$ cat src/rtl/hazard_response_unit_pkg.sv
// ============================================================================
// hazard_response_unit_pkg
// Shared FSM encoding, forward-select codes and bubble constant.
// Revision: 1.0
// ============================================================================
`default_nettype none

package hazard_response_unit_pkg;

    localparam int DW = 10;

    typedef enum logic [1:0] {
        ST_RUN   = 2'd0,
        ST_STALL = 2'd1,
        ST_FLUSH = 2'd2
    } hru_state_e;

    localparam logic [1:0] FWD_REG = 2'b00;
    localparam logic [1:0] FWD_MEM = 2'b10;
    localparam logic [1:0] FWD_ALU = 2'b11;

    localparam logic [2:0] CTRL_BUBBLE = 3'b000;

    function automatic logic [7:0] sat_inc8(input logic [7:0] v);
        return (v == 8'hFF) ? v : v + 8'd1;
    endfunction

endpackage

`default_nettype wire

$ cat src/rtl/hazard_response_unit_fwd_mux3.sv
// ============================================================================
// fwd_mux3
// DW-wide operand select: ALU result, memory result or register-file data.
// Revision: 1.0
// ============================================================================
`default_nettype none

module fwd_mux3 #(
    parameter int DW = 10
) (
    input  logic [1:0]    sel,
    input  logic [DW-1:0] reg_val,
    input  logic [DW-1:0] mem_val,
    input  logic [DW-1:0] alu_val,
    output logic [DW-1:0] out_val
);
    import hazard_response_unit_pkg::*;

    always_comb begin
        out_val = reg_val;
        case (sel)
            FWD_ALU: out_val = alu_val;
            FWD_MEM: out_val = mem_val;
            default: out_val = reg_val;
        endcase
    end

endmodule

`default_nettype wire

$ cat src/rtl/hazard_response_unit.sv
// ============================================================================
// hazard_response_unit
// PC, IF/ID and ID/EX pipeline registers with stall, flush and forwarding.
// Revision: 1.0
// ============================================================================
`default_nettype none

module hazard_response_unit #(
    parameter int DW          = hazard_response_unit_pkg::DW,
    parameter int STALL_LIMIT = 4
) (
    input  logic          clk,
    input  logic          rst_n,
    input  logic          hazard,
    input  logic          PC_hazard,
    input  logic          A,
    input  logic          B,
    input  logic          C,
    input  logic          D,
    input  logic          E,
    input  logic          F,
    input  logic [DW-1:0] instr_in,
    input  logic [DW-1:0] rs_reg,
    input  logic [DW-1:0] rt_reg,
    input  logic [DW-1:0] la_reg,
    input  logic [DW-1:0] alu_result_EX,
    input  logic [DW-1:0] mem_result_M,
    input  logic [2:0]    ctrl_ID,
    input  logic          branch_taken,
    input  logic [DW-1:0] branch_target,
    output logic [DW-1:0] PC,
    output logic [DW-1:0] instr_IF,
    output logic [2:0]    ctrl_EX,
    output logic [DW-1:0] rs_val_EX,
    output logic [DW-1:0] rt_val_EX,
    output logic [DW-1:0] la_val_EX,
    output logic [7:0]    stall_count,
    output logic          deadlock_err,
    output logic [1:0]    state
);
    import hazard_response_unit_pkg::*;

    hru_state_e    state_q, state_d;
    logic [DW-1:0] pc_q, pc_d, instr_q, instr_d;
    logic [DW-1:0] rs_q, rt_q, la_q, rs_d, rt_d, la_d;
    logic [2:0]    ctrl_q, ctrl_d;
    logic [7:0]    stall_cnt_q, stall_cnt_d, consec_q, consec_d;
    logic          err_q, err_d;
    logic [1:0]    la_sel;
    logic          redirect;

    // E outranks F, so fold the pair into the shared select encoding
    assign la_sel   = E ? FWD_ALU : (F ? FWD_MEM : FWD_REG);
    assign redirect = branch_taken && !hazard;

    fwd_mux3 #(.DW(DW)) u_fwd_rs (
        .sel(({A, B})), .reg_val(rs_reg), .mem_val(mem_result_M),
        .alu_val(alu_result_EX), .out_val(rs_d)
    );
    fwd_mux3 #(.DW(DW)) u_fwd_rt (
        .sel(({C, D})), .reg_val(rt_reg), .mem_val(mem_result_M),
        .alu_val(alu_result_EX), .out_val(rt_d)
    );
    fwd_mux3 #(.DW(DW)) u_fwd_la (
        .sel(la_sel), .reg_val(la_reg), .mem_val(mem_result_M),
        .alu_val(alu_result_EX), .out_val(la_d)
    );

    always_comb begin
        pc_d        = pc_q;
        instr_d     = instr_q;
        ctrl_d      = ctrl_ID;
        state_d     = ST_RUN;
        stall_cnt_d = stall_cnt_q;
        consec_d    = 8'd0;
        err_d       = err_q;

        if (!PC_hazard) begin
            pc_d = redirect ? branch_target : pc_q + DW'(1);
        end

        if (!hazard) begin
            instr_d = branch_taken ? '0 : instr_in;
        end

        if (hazard || state_q == ST_FLUSH) begin
            ctrl_d = CTRL_BUBBLE;
        end

        // Hazard wins over a simultaneous branch from any state
        if (hazard) begin
            state_d     = ST_STALL;
            stall_cnt_d = sat_inc8(stall_cnt_q);
            consec_d    = sat_inc8(consec_q);
        end else if (branch_taken) begin
            state_d = ST_FLUSH;
        end

        if (int'(consec_d) > STALL_LIMIT) begin
            err_d = 1'b1;
        end
    end

    always_ff @(posedge clk or negedge rst_n) begin
        if (!rst_n) begin
            state_q     <= ST_RUN;
            pc_q        <= '0;
            instr_q     <= '0;
            ctrl_q      <= CTRL_BUBBLE;
            rs_q        <= '0;
            rt_q        <= '0;
            la_q        <= '0;
            stall_cnt_q <= 8'd0;
            consec_q    <= 8'd0;
            err_q       <= 1'b0;
        end else begin
            state_q     <= state_d;
            pc_q        <= pc_d;
            instr_q     <= instr_d;
            ctrl_q      <= ctrl_d;
            rs_q        <= rs_d;
            rt_q        <= rt_d;
            la_q        <= la_d;
            stall_cnt_q <= stall_cnt_d;
            consec_q    <= consec_d;
            err_q       <= err_d;
        end
    end

    assign PC           = pc_q;
    assign instr_IF     = instr_q;
    assign ctrl_EX      = ctrl_q;
    assign rs_val_EX    = rs_q;
    assign rt_val_EX    = rt_q;
    assign la_val_EX    = la_q;
    assign stall_count  = stall_cnt_q;
    assign deadlock_err = err_q;
    assign state        = state_q;

endmodule

`default_nettype wire

$ cat config.mk
export PLATFORM = sky130hd
export DESIGN_NAME = hazard_response_unit
export DESIGN_NICKNAME = d
export VERILOG_FILES = /design/src/rtl/hazard_response_unit_pkg.sv /design/src/rtl/hazard_response_unit_fwd_mux3.sv /design/src/rtl/hazard_response_unit.sv
export SDC_FILE = /design/constraint.sdc
export NUM_CORES = 1
export LEC_CHECK = 0
export CORE_ASPECT_RATIO = 0.5
export CORE_MARGIN = 1.5
export CORE_UTILIZATION = 42
export DETAILED_ROUTE_END_ITERATION = 6
export PLACE_DENSITY = 0.88
export SLEW_MARGIN = 20
export SYNTH_ARGS = -nofsm -noshare
export SYNTH_HDL_FRONTEND = slang
export SYNTH_SLANG_ARGS = --single-unit
$ cat constraint.sdc
create_clock -name clk -period 2 [get_ports clk]
set_clock_uncertainty 0.05 [all_clocks]
set_input_delay 0.5 -clock clk [delete_from_list [all_inputs] [get_ports clk]]
set_output_delay 0.5 -clock clk [all_outputs]
set_load 0.02 [all_outputs]
* After elaboration in Yosys (flattened, before gate mapping) *
Cells that the tools add are included.

storage, ports and cells
  bits in registers = 72
  output and inout bits = 64
  bits of input ports = 84
  logic and storage cells = 40

operators by class
  reductions and logical operators = 4
  multiplexer cells = 12
  add/subtract/negate cells = 3
  bitwise logic cells = 1
  equal/unequal tests = 9
  $lt $le $gt $ge = 1

operators by type and width
  operator                                                       number
  one-hot mux 10 bit (2 select lines)                            3
  two-way mux 10 bit                                             2
  adder 8 x 1 -> 8 bit, second input constant                    2
  equality test 8 bit, second input constant                     2
  two-way mux 8 bit                                              2
  equality test 2 bit, second input constant                     7
  adder 10 x 1 -> 10 bit, second input constant                  1
  greater-than comparator 8 x 3 -> 1 bit, second input constant  1
  two-way mux 2 bit                                              4
  two-way mux 3 bit                                              1
  AND reduction 2 bit                                            1
  logical AND 1 bit                                              1
  logical NOT 1 bit                                              1
  logical OR 1 bit                                               1
  NOT 1 bit                                                      1

* Longest topological paths before layout *
  word-level depth = 4
  mapped depth = 6
  depth with buffers taken out = 5

* Cells and area by module *
A second synthesis with hierarchy kept.

second synthesis, totals
  cells, all modules = 319
  area, all modules = 3364.5 µm²

modules (own cells, without submodules)
  module                times used  seq. area each (µm²)  area an instance (µm²)  cells an instance
  hazard_response_unit  1           1801.7                2741.4                  220
  fwd_mux3              3           0.0                   207.7                   33

* Least setup slack after synthesis *
OpenSTA, ideal clock, no wires.

  path type = register -> register
  from = register consec_q[0]
  to = register err_q, in the netlist deadlock_err
  slack = 243 ps
  data arrival time = 1569 ps
  library setup time = 138 ps
  stages on the path, launching flop included = 6
  required time = 1812 ps
  cells stage by stage = dfrtp_1 > ha_1 > and4_1 > a21oi_1 > a311oi_1 > or4b_1

between the ends
  cells in the longest elaborated chain, start to end = 4

ends and longest elaborated chain
  element                                                             line                            text
  start, declared                                                     hazard_response_unit.sv:47      logic [7:0] stall_cnt_q, stall_cnt_d, consec_q, consec_d;
  start signal, assigned                                              hazard_response_unit.sv:125     consec_q <= consec_d;
  adder 8 x 1 -> 8 bit / equality test 8 bit (equally long branches)  hazard_response_unit_pkg.sv:25  return (v == 8'hFF) ? v : v + 8'd1;
  two-way mux 8 bit (*)                                               hazard_response_unit_pkg.sv:25
  two-way mux 8 bit (*)                                               hazard_response_unit.sv:91      if (hazard) begin
  named net consec_d[6]                                               hazard_response_unit.sv:47
  greater-than comparator 8 x 3 -> 1 bit (*)                          hazard_response_unit.sv:99      if (int'(consec_d) > STALL_LIMIT) begin
  end signal, assigned                                                hazard_response_unit.sv:126     err_q <= err_d;
  end, declared                                                       hazard_response_unit.sv:48      logic err_q, err_d;

Mark *: on every way through the listed nets, which the timed path passes. The rest lies on a longest branch.
A chain may end at the register's enable or synchronous reset.

* Worst setup path after layout *
  from = register stall_cnt_q[3], in the netlist stall_count[3]
  to = output port stall_count[3]

RTL lines
  element                 line                         text
  start, declared         hazard_response_unit.sv:47
  start signal, assigned  hazard_response_unit.sv:124  stall_cnt_q <= stall_cnt_d;
  end, declared           hazard_response_unit.sv:37   output logic [7:0] stall_count,

No word-level cell between the ends.

==> summary.md <==
| Metric | Value |
|---|---|
| Total GRT Usage | 23.0% |
| Worst path max stage delay | 0.64 ns |
| Fill cells | 562 |
| Slew at the pin closest to its max-slew limit | just under 0.6 ns |
| Antenna violations before repair | 0 |
| RSZ-0062 raised after global routing | no |
| Post-synthesis instance area | 3310 µm² |
| DP Wirelength | ~7 mm |
| Hold crit path type | input pin to asynchronous set/reset pin |
| Peak supply drop | 0.000439 V |
| Post-place setup slack | -0.104 ns |
| Post-synth EDFFs | 0 |
| First-pass GRT wire length | 14.7 mm |
| CP cell instances | clkdlybuf4s50_1 |
| Outcome | complete, no violations |
| Syn nets | 398 |
| Worst-Skew Late Latency | approximately 0.33 ns |
| Crit share post-route | 97.0% |
| Final Hold Fails | 0 |
| CTS tree | yes |
| Seq cells post-synth | 72 |
| Post-Syn Area per Cell | about 11 µm² |
| CP max FO | 5 |
| Min setup slack post-route | 0.0603 ns |
| CTS Buffer Depth | 2 |
| DP Cell Count | 566 |
| Worst slew margin | 60.9% |
| Top Layer Used | met4 |
| Die Y | between 60 and 70 µm |
| PD cells | 856 nW/µm² |
| Critical-path cell with the highest stage delay | clkdlybuf4s50_1 |
| Crit start category | register |
| IO Port Bufs | 147 |
| Gr ovfl total | 0 |
| Hold-fix buffer count after cts | 0 |
| Drt via density | 5.15 |
| Area grow syn2layout | 59.4% |
| Max-cap viol count | 0 |
| Count of cell types in the netlist | 46 |
| Fmax | 516 MHz |
| Routability Congestion | around 0.8 |
| Yosys warns | 0 |
| CTS Root Cell | clkbuf_16 |
| Final setup violation count | 0 |
| Main synth FF type | dfrtp_1 |
| Ys async rst share | 100% |
| TritonCTS Buffers | 9 |
| # IOs | around 150 |
| Leakage power | 2.37 nW |
| CP top delay family | buffers and inverters |
| Tot Pwr | around 4.5 mW |
| Final antenna-violating net count | 0 |
| Vias | just under 3000 |
| Vias in the first global route | between 3000 and 4000 |
| Met3 wire length | 455 µm |
| Routed wire length | 9.11 mm |
| Fin. max-slew vios | 0 |
| Wl on met1 | between 3 and 4 mm |
| Clock sink count | 72 |
| CORE AREA | between 7000 and 8000 µm² |
| Detail-routed net length per standard cell | 15.7 µm |
| Sequential-to-total area share from yosys stat | 54.5% |
| Leading cell type in the layout, fill and taps excluded | clkdlybuf4s50_1 |
| Crit end category | output port |
| Rows | 22 |
| Commonest non-fill, non-tap cells in the layout | clkdlybuf4s50_1 (142), dfrtp_1 (72), nor2_1 (34), mux2i_1 (33), a21oi_1 (33) |
| Ratio of cells with drive above 1 in the final layout | ~7.4% |
| Final cell count without fillers | 579 |
| Max H-tree Level | 3 |
| Largest net degree at the start of global routing | 31 |
| Post-synthesis cell count | 311 |
| Initial DRC count | 159 |
| Final #Nets | 556 |
| Initial Util | about 44% |
| DR pass1 iterations | 4 |
| Minimum clock period | 1.94 ns |
| Setup Crit Path Kind | register to output port |
| Metal2 WL | between 4 and 5 mm |
| Full die area | 8450 µm² |
| Chip Width | 128 µm |
| Number of inserted diodes | 0 |
| Crit path buf inv count | 1 |
| Hold slack | 0.0294 ns |
| Critical Path RT | 1.45 ns |
| Remaining DRCs | 0 |
| Worst EP arrival | 1.39 ns |
| Clock transition at path regs | 0.05 ns |
-- cells in the mapped netlist (4+ instances only) --
cell | number | area, µm²
nor2_1 | 34 | 128
xor2_1 | 6 | 52.6
a21oi_1 | 33 | 165
a22o_1 | 9 | 78.8
dfrtp_1 | 72 | 1800
mux2i_1 | 33 | 330
and2_1 | 4 | 25.0
nand2_1 | 19 | 71.3
clkbuf_1 | 14 | 52.6
and3_1 | 7 | 43.8
a31oi_1 | 6 | 37.5
o22a_1 | 6 | 52.6
nand4_1 | 5 | 31.3
o21ai_0 | 19 | 95.1
-- metrics by stage --
stage | util (%) | setup TNS (ns) | instance area, µm²
floorplan | - | 0 | 3310
global placement | 66.8 | -0.0614 | 5000
detailed placement | 66.8 | -0.324 | 5000
CTS | 70.3 | 0 | 5260
global route | 70.4 | 0 | 5270
finish | 70.4 | 0 | 5270
-- cell type report --
type	count	area, µm²	area share (%)
Inverter	4	17.5	0.332
Tap cell	108	135	2.56
Multi-Input combinational cell	218	1420	26.8
Timing Repair Buffer	164	1640	31.1
Clock inverter	1	5.00	0.0949
Sequential cell	72	1800	34.2
Clock buffer	12	256	4.87
-- what timing repair did --
item,in CTS,in global routing
endpoints found under the setup margin,1,4
buffers inserted,0,0
gates resized for setup,1,4
-- power by group --
group,total (mW),switching [mW],internal [mW],leakage [nW]
clock network,1.44,0.554,0.883,0.130
registers,1.83,0.179,1.65,0.875
logic,1.24,0.589,0.655,1.37
-- per-layer routing --
| layer | GRT usage [%] | vias up |
|---|---|---|
| met3 | 7.08 | 12 |
| met4 | 8.99 | 0 |
| met1 | 26.9 | 1430 |
| met5 | 0 | - |
| met2 | 40.2 | 103 |
| li1 | - | 1434 |
-- final timing paths --
check | slack [ns] | startpoint | depth (start not counted) | endpoint
worst min register to register | 0.44 | stall_count[7]$_DFFE_PN0P_ | 1 | stall_count[7]$_DFFE_PN0P_
worst min-delay path | 0.03 | rst_n | 1 | instr_IF[9]$_DFFE_PN0N_
max in group asynchronous | 1.33 | rst_n | 2 | stall_count[6]$_DFFE_PN0P_
worst max-delay path | 0.06 | stall_count[3]$_DFFE_PN0P_ | 1 | stall_count[3]
worst max register to register | 0.11 | consec_q[0]$_DFF_PN0_ | 5 | deadlock_err$_DFFE_PN0N_
min in group clk | 0.44 | stall_count[7]$_DFFE_PN0P_ | 1 | stall_count[7]$_DFFE_PN0P_
-- flip-flops by register name, indices dropped and copies added (netlist names) --
name          count
PC               10
state             2
rt_val_EX        10
stall_count       8
deadlock_err      1
instr_IF         10
la_val_EX        10
rs_val_EX        10
consec_q          8
ctrl_EX           3
-- cells by family (layout without fill, tap and decap cells) --
| kind of cell | after synthesis | after routing | synth area share, % |
|---|---|---|---|
| AND/OR/NAND/NOR | 86 | 86 | 12.7 |
| multiplexers | 34 | 34 | 10.3 |
| AO/OA/AOI/OAI | 86 | 86 | 16.3 |
| XOR/XNOR | 9 | 9 | 2.38 |
| adder cells (fa/ha/maj) | 3 | 3 | 1.14 |
| flip-flops | 72 | 72 | 54.5 |
| buffers and inverters | 21 | 181 | 2.72 |
Note: power is estimated with default switching activity, not from simulation.
